### src/rtl/resync_reader.sv
// Burst reader that pulls words from a registered-output FIFO into a two-entry skid buffer
// with a registered valid/ready output. Optional WAIT_VALID timeout: define RESYNC_READER_TIMEOUT_EN.
module resync_reader #(
  parameter int unsigned           DATA_WIDTH    = 16,
  parameter int unsigned           LEN_WIDTH     = 16,
  parameter logic [DATA_WIDTH-1:0] INITIAL_VALUE = '0,
  parameter int unsigned           TIMEOUT       = 1023
) (
  input  logic                  rclk,
  input  logic                  arst_n,
  input  logic                  srst,
  input  logic                  start,
  input  logic [LEN_WIDTH-1:0]  len,
  input  logic                  fifo_valid,
  output logic                  fifo_re,
  input  logic [DATA_WIDTH-1:0] fifo_data,
  output logic [DATA_WIDTH-1:0] out_data,
  output logic                  out_valid,
  input  logic                  out_ready,
  output logic                  busy,
  output logic                  done,
  output logic                  error
);

  typedef enum logic [2:0] {IDLE, WAIT_VALID, READ, DRAIN, DONE} state_t;

  state_t                state;
  logic [LEN_WIDTH-1:0]  remaining;
  logic [LEN_WIDTH-1:0]  remaining_nxt;
  logic                  rd_inflight;
  logic                  skid_valid;
  logic [DATA_WIDTH-1:0] skid_data;
  logic                  pop;
  logic [1:0]            held;
  logic [1:0]            pending;
  logic                  credit_ok;
  logic                  drain_empty;
  logic                  timeout_hit;

  // out_data is the head entry of the skid buffer, skid_data the second; a read is only
  // issued when its word is guaranteed a free slot on arrival.
  assign pop           = out_valid && out_ready;
  assign held          = 2'(out_valid) + 2'(skid_valid);
  assign pending       = held + 2'(rd_inflight);
  assign credit_ok     = (pending - 2'(pop)) <= 2'd1;
  assign fifo_re       = (state == READ) && (remaining != '0) && credit_ok;
  assign remaining_nxt = remaining - LEN_WIDTH'(fifo_re);
  assign drain_empty   = !rd_inflight && ((held - 2'(pop)) == 2'd0);

`ifdef RESYNC_READER_TIMEOUT_EN
  localparam int unsigned TW = $clog2(TIMEOUT + 1);

  logic [TW-1:0] wait_cnt;

  assign timeout_hit = (wait_cnt == TW'(TIMEOUT));

  always_ff @(posedge rclk or negedge arst_n) begin
    if (!arst_n) begin
      wait_cnt <= '0;
      error    <= 1'b0;
    end else if (srst) begin
      wait_cnt <= '0;
      error    <= 1'b0;
    end else begin
      if (state == WAIT_VALID && !fifo_valid && !timeout_hit)
        wait_cnt <= wait_cnt + 1'b1;
      else
        wait_cnt <= '0;
      if (state == IDLE && start)
        error <= 1'b0;
      else if (state == WAIT_VALID && !fifo_valid && timeout_hit)
        error <= 1'b1;
    end
  end
`else
  assign timeout_hit = 1'b0;
  assign error       = 1'b0;
`endif

  always_ff @(posedge rclk or negedge arst_n) begin
    if (!arst_n) begin
      state     <= IDLE;
      remaining <= '0;
      busy      <= 1'b0;
      done      <= 1'b0;
    end else if (srst) begin
      state     <= IDLE;
      remaining <= '0;
      busy      <= 1'b0;
      done      <= 1'b0;
    end else begin
      done      <= 1'b0;
      remaining <= remaining_nxt;
      case (state)
        IDLE: begin
          if (start) begin
            busy <= 1'b1;
            if (len != '0) begin
              state     <= WAIT_VALID;
              remaining <= len;
            end else begin
              state <= DONE;
              done  <= 1'b1;
            end
          end
        end
        WAIT_VALID: begin
          if (fifo_valid) begin
            state <= READ;
          end else if (timeout_hit) begin
            state <= DONE;
            done  <= 1'b1;
          end
        end
        READ: begin
          if (remaining_nxt == '0)
            state <= DRAIN;
        end
        DRAIN: begin
          if (drain_empty) begin
            state <= DONE;
            done  <= 1'b1;
          end
        end
        DONE: begin
          state <= IDLE;
          busy  <= 1'b0;
        end
        default: begin
          state <= IDLE;
          busy  <= 1'b0;
        end
      endcase
    end
  end

  // A word in flight at reset is dropped because rd_inflight is cleared with everything else.
  always_ff @(posedge rclk or negedge arst_n) begin
    if (!arst_n) begin
      rd_inflight <= 1'b0;
      out_valid   <= 1'b0;
      out_data    <= INITIAL_VALUE;
      skid_valid  <= 1'b0;
      skid_data   <= '0;
    end else if (srst) begin
      rd_inflight <= 1'b0;
      out_valid   <= 1'b0;
      out_data    <= INITIAL_VALUE;
      skid_valid  <= 1'b0;
      skid_data   <= '0;
    end else begin
      rd_inflight <= fifo_re;
      if (!out_valid || pop) begin
        if (skid_valid) begin
          out_data   <= skid_data;
          out_valid  <= 1'b1;
          skid_valid <= rd_inflight;
          if (rd_inflight)
            skid_data <= fifo_data;
        end else if (rd_inflight) begin
          out_data  <= fifo_data;
          out_valid <= 1'b1;
        end else begin
          out_valid <= 1'b0;
        end
      end else if (rd_inflight) begin
        skid_data  <= fifo_data;
        skid_valid <= 1'b1;
      end
    end
  end

endmodule

### config.mk
export PLATFORM = sky130hd
export DESIGN_NAME = resync_reader
export DESIGN_NICKNAME = d
export VERILOG_FILES = /design/src/rtl/resync_reader.sv
export SDC_FILE = /design/constraint.sdc
export NUM_CORES = 1
export LEC_CHECK = 0
export ABC_AREA = 1
export CAP_MARGIN = 20
export CORE_MARGIN = 2
export CORE_UTILIZATION = 42
export DETAILED_ROUTE_END_ITERATION = 10
export PLACE_DENSITY = 0.7
export SLEW_MARGIN = 15
export SYNTH_ARGS = -nofsm -noshare
export SYNTH_HDL_FRONTEND = slang
export SYNTH_SLANG_ARGS = --single-unit
### constraint.sdc
create_clock -name rclk -period 5.16 [get_ports rclk]
set_input_delay 0.516 -clock rclk [delete_from_list [all_inputs] [get_ports rclk]]
set_output_delay 0.516 -clock rclk [all_outputs]
set_load 0.01 [all_outputs]
==> results.sh <==
export IMPL_maxCapViolCount=0
export IMPL_yosys_warnings=0
export IMPL_finalSetupViolCount=0
export IMPL_combPwrFrac_pct=44.9
export IMPL_core_area_um2=7214
export IMPL_initial_core_util_pct=43.10
export IMPL_synthArstFlopShare_pct=100.0
export IMPL_finalNonFillerCells=554
export IMPL_synth_simple_area_share_pct=27.20
export IMPL_synth_area_um2=3109
export IMPL_period_share_pct=63.46
export IMPL_grt_pass1_vias=2793
export IMPL_postCtsResizedCells=0
export IMPL_io_pins=59
export IMPL_fin_ws_ps=1886
export IMPL_synth_area_leader_cell="dfrtp_1"
export IMPL_peakVddDrop_mv=0.1334
export IMPL_path_delay_family="simple AND/OR/NAND/NOR gates"
export IMPL_p_seq_share_pct=38.2
export IMPL_die_area_um2=8107
export IMPL_use_met3_pct=4.023
export IMPL_muxShareOfSynthArea_pct=0
export IMPL_swShare_pct=41.82
export IMPL_synth_xor_area_share_pct=1.127
export IMPL_yosys_area_top_type_share_pct=45.07
export IMPL_wl_mm=7.071
export IMPL_postLayoutCoreUtil_pct=53.05
export IMPL_cts_sinks=56
export IMPL_yosys_top_cells_area="dfrtp_1 (45%), nand2_1 (10%), inv_1 (7.6%), o22ai_1 (4.6%), o21ai_0 (4.0%)"
export IMPL_gr_total_overflow=0
export IMPL_end_kind="flop"
export IMPL_synth_ff_type="dfrtp_1"
export IMPL_worst_pin_slew_ps=988.6
export IMPL_hold_ws_ps=330.9
export IMPL_synth_adder_area_share_pct=1.610
export IMPL_cts_buffers_inserted=5
export IMPL_final_nets=496
export IMPL_cts_setup_buffers=0
export IMPL_critPathMaxFanout=11
export IMPL_fin_area_um2=3827
export IMPL_antenna_diode_count=0
export IMPL_io_buffers=57
export IMPL_met2_usage_pct=30.95
export IMPL_cp_slowest_cell="dfrtp_1"
export IMPL_clock_skew_ps=14.18
export IMPL_routabilityCongestion=0.9057
export IMPL_leakage_nw=1.812
export IMPL_die_width_um=90.04
export IMPL_synth_common_cells="nand2_1 (85), inv_1 (63), dfrtp_1 (56), nor2_1 (33), o21ai_0 (25)"
export IMPL_cts_max_level=2
export IMPL_grt_pass1_wl_mm=12.56
export IMPL_seq_area_frac_synth_pct=45.07
export IMPL_path_clk_slew_ps=110
export IMPL_grt_use_met1_pct=23.80
export IMPL_grt_max_degree=57
export IMPL_report_final_slew_viol_count=0
export IMPL_area_growth_pct=23.10
export IMPL_clock_latency_ps=320
export IMPL_p_int_mw=0.8805
export IMPL_grt_total_usage_pct=18.47
export IMPL_hold_class="in2async"
export IMPL_fillers=702
export IMPL_synth_top_family_by_area="simple AND/OR/NAND/NOR gates"
export IMPL_synth_seq_cells=56
export IMPL_die_h_um=90.04
export IMPL_synth_edf_count=0
export IMPL_status="finished, final reports clean"
export IMPL_dpl_cell_count=546
export IMPL_finalHoldViolCount=0
export IMPL_synthDistinctLibCells=37
export IMPL_route_detailed_drc=0
export IMPL_final_antenna_net_count=0
export IMPL_via_per_inst=5.013
export IMPL_antenna_found_initial=0
export IMPL_rows=31
export IMPL_hpwl_mm=5.135
export IMPL_busiest_layer="met2"
export IMPL_place_area_um2=3737
export IMPL_post_drt_wl_per_cell_um=12.76
export IMPL_p_sw_mw=0.6329
export IMPL_criticalPathCategory="reg2reg"
export IMPL_period_needed_ps=3274
export IMPL_yosysMostFrequentCell="nand2_1"
export IMPL_cts_max_path_buffers=2
export IMPL_drtIter0Drc=135
export IMPL_cp_num_buf_inv=2
export IMPL_crit_required_ps=5410
export IMPL_p_clk_share_pct=17.0
export IMPL_ctsHoldBuffers=0
export IMPL_cts_tree="built"
export IMPL_synthesis_nets=446
export IMPL_fmax_ghz=0.3054
export IMPL_critPathMostFrequentCell="ha_1"
export IMPL_ctsRootBufferMaster="clkbuf_8"
export IMPL_powerDensity_nw_per_um2=395.4
export IMPL_cp_start_kind="flop"
export IMPL_synth_avg_cell_area_um2=7.696
export IMPL_layout_drive_gt1_share_pct=8.132
export IMPL_cp_arrival_ps=3530
export IMPL_postSynthCellCount=404
export IMPL_pre_cts_ws_ps=1687
export IMPL_drt_first_pass_iters=4
export IMPL_dr_total_vias=2777
export IMPL_worstPathCellList="ha_1 -> inv_1 -> ha_1 -> xor2_1 -> inv_1 -> a21oi_1 -> o21ai_0 -> nor2_1 -> ha_1 -> ha_1 -> nand2_4 -> nor2_8 -> nor2_2 -> nor2_4 -> nand3_2 -> nor2_2 -> nand3_2 -> nand2_2 -> nand2_2 -> nor2_1"
export IMPL_slew_headroom_pct=33.91
export IMPL_rsz0062_at_grt="false"
export IMPL_fin_tns_setup_ps=0
export IMPL_synth_compound_area_share_pct=14.21
export IMPL_total_power_mw=1.513
export IMPL_critPathMaxStageDelay_ps=530
## power by group through the flow
stage / Sequential (mW) / Combinational [mW] / Clock (mW)
2_1_floorplan: 0.583 / 0.489 / 0
3_3_place_gp: 0.584 / 0.671 / 0
3_5_place_dp: 0.584 / 0.681 / 0
4_1_cts: 0.577 / 0.684 / 0.263
5_1_grt: 0.591 / 0.766 / 0.283
6_report: 0.578 / 0.679 / 0.257
## layer usage
layer | up-vias | share of wire (%) | routed length, µm
li1 | 1400 | - | -
met1 | 1310 | 45 | 3198
met2 | 58 | 49 | 3464
met3 | 9 | 4.4 | 308
met4 | 0 | 1.4 | 99
met5 | - | 0 | 0
## cell type report
type                       instances  area (µm²)  share of cell area (%)
clock buffer                       6       72.57                   1.896
clock inverter                     2       17.52                  0.4577
inverter                          68       255.2                   6.669
multi-input combinational        264        1376                   35.96
sequential                        56        1401                   36.61
tap                               99       123.9                   3.236
timing repair buffer              59       580.6                   15.17
## worst reg2reg max path: cells and delay by family (launching register included)
kind	cells	cell delay, ps
AO/OA/AOI/OAI	2	220
adder cells (fa/ha/maj)	4	1040
AND/OR/NAND/NOR	11	1130
XOR/XNOR	1	140
buffers and inverters	2	110
flip-flops	1	530
## final timing paths
path                              from             to  slack [ps]  cells past startpoint
setup / recovery            skid_valid           done        1890                     20
hold / removal                  arst_n   skid_data[8]         330                      2
setup reg to reg            skid_valid           done        1890                     20
hold reg to reg            out_data[0]    out_data[0]         490                      2
max in group asynchronous       arst_n  remaining[14]        4350                      2
min in group rclk          out_data[0]    out_data[0]         490                      2
## flip-flops by register name, summed over array words and instances (netlist names)
signal	cells
busy	1
done	1
out_data	16
out_valid	1
rd_inflight	1
remaining	16
skid_data	16
skid_valid	1
state	3
## layout by cell type (no fill, tap or decap), types with 2 or more instances in the layout
master | synthesis | final
inv_6 | 0 | 2
inv_2 | 4 | 4
nand3_2 | 2 | 2
xnor2_1 | 2 | 2
xor2_1 | 2 | 2
nand2_4 | 3 | 3
o211ai_1 | 6 | 6
dfrtp_1 | 56 | 56
nand2_1 | 85 | 85
nor2_4 | 2 | 2
clkdlybuf4s50_1 | 0 | 56
o21ai_1 | 2 | 2
o22ai_1 | 23 | 23
ha_1 | 4 | 4
nand2_2 | 7 | 7
nor4_1 | 4 | 4
clkbuf_8 | 0 | 5
nor2_1 | 33 | 33
nor3_1 | 7 | 7
nand4_1 | 4 | 4
a211oi_1 | 3 | 3
inv_1 | 63 | 63
nor2_8 | 2 | 2
nand3_1 | 20 | 20
o21ai_0 | 25 | 25
nor2_2 | 5 | 5
a21oi_1 | 16 | 16
buf_4 | 3 | 2
## cells by family after synthesis
| kind of cell | count (synthesis) |
|---|---|
| buffers and inverters | 84 |
| AND/OR/NAND/NOR | 178 |
| adder cells (fa/ha/maj) | 4 |
| AO/OA/AOI/OAI | 77 |
| XOR/XNOR | 4 |
| other | 1 |
| flip-flops | 56 |
Note: power is estimated with default switching activity, not from simulation.
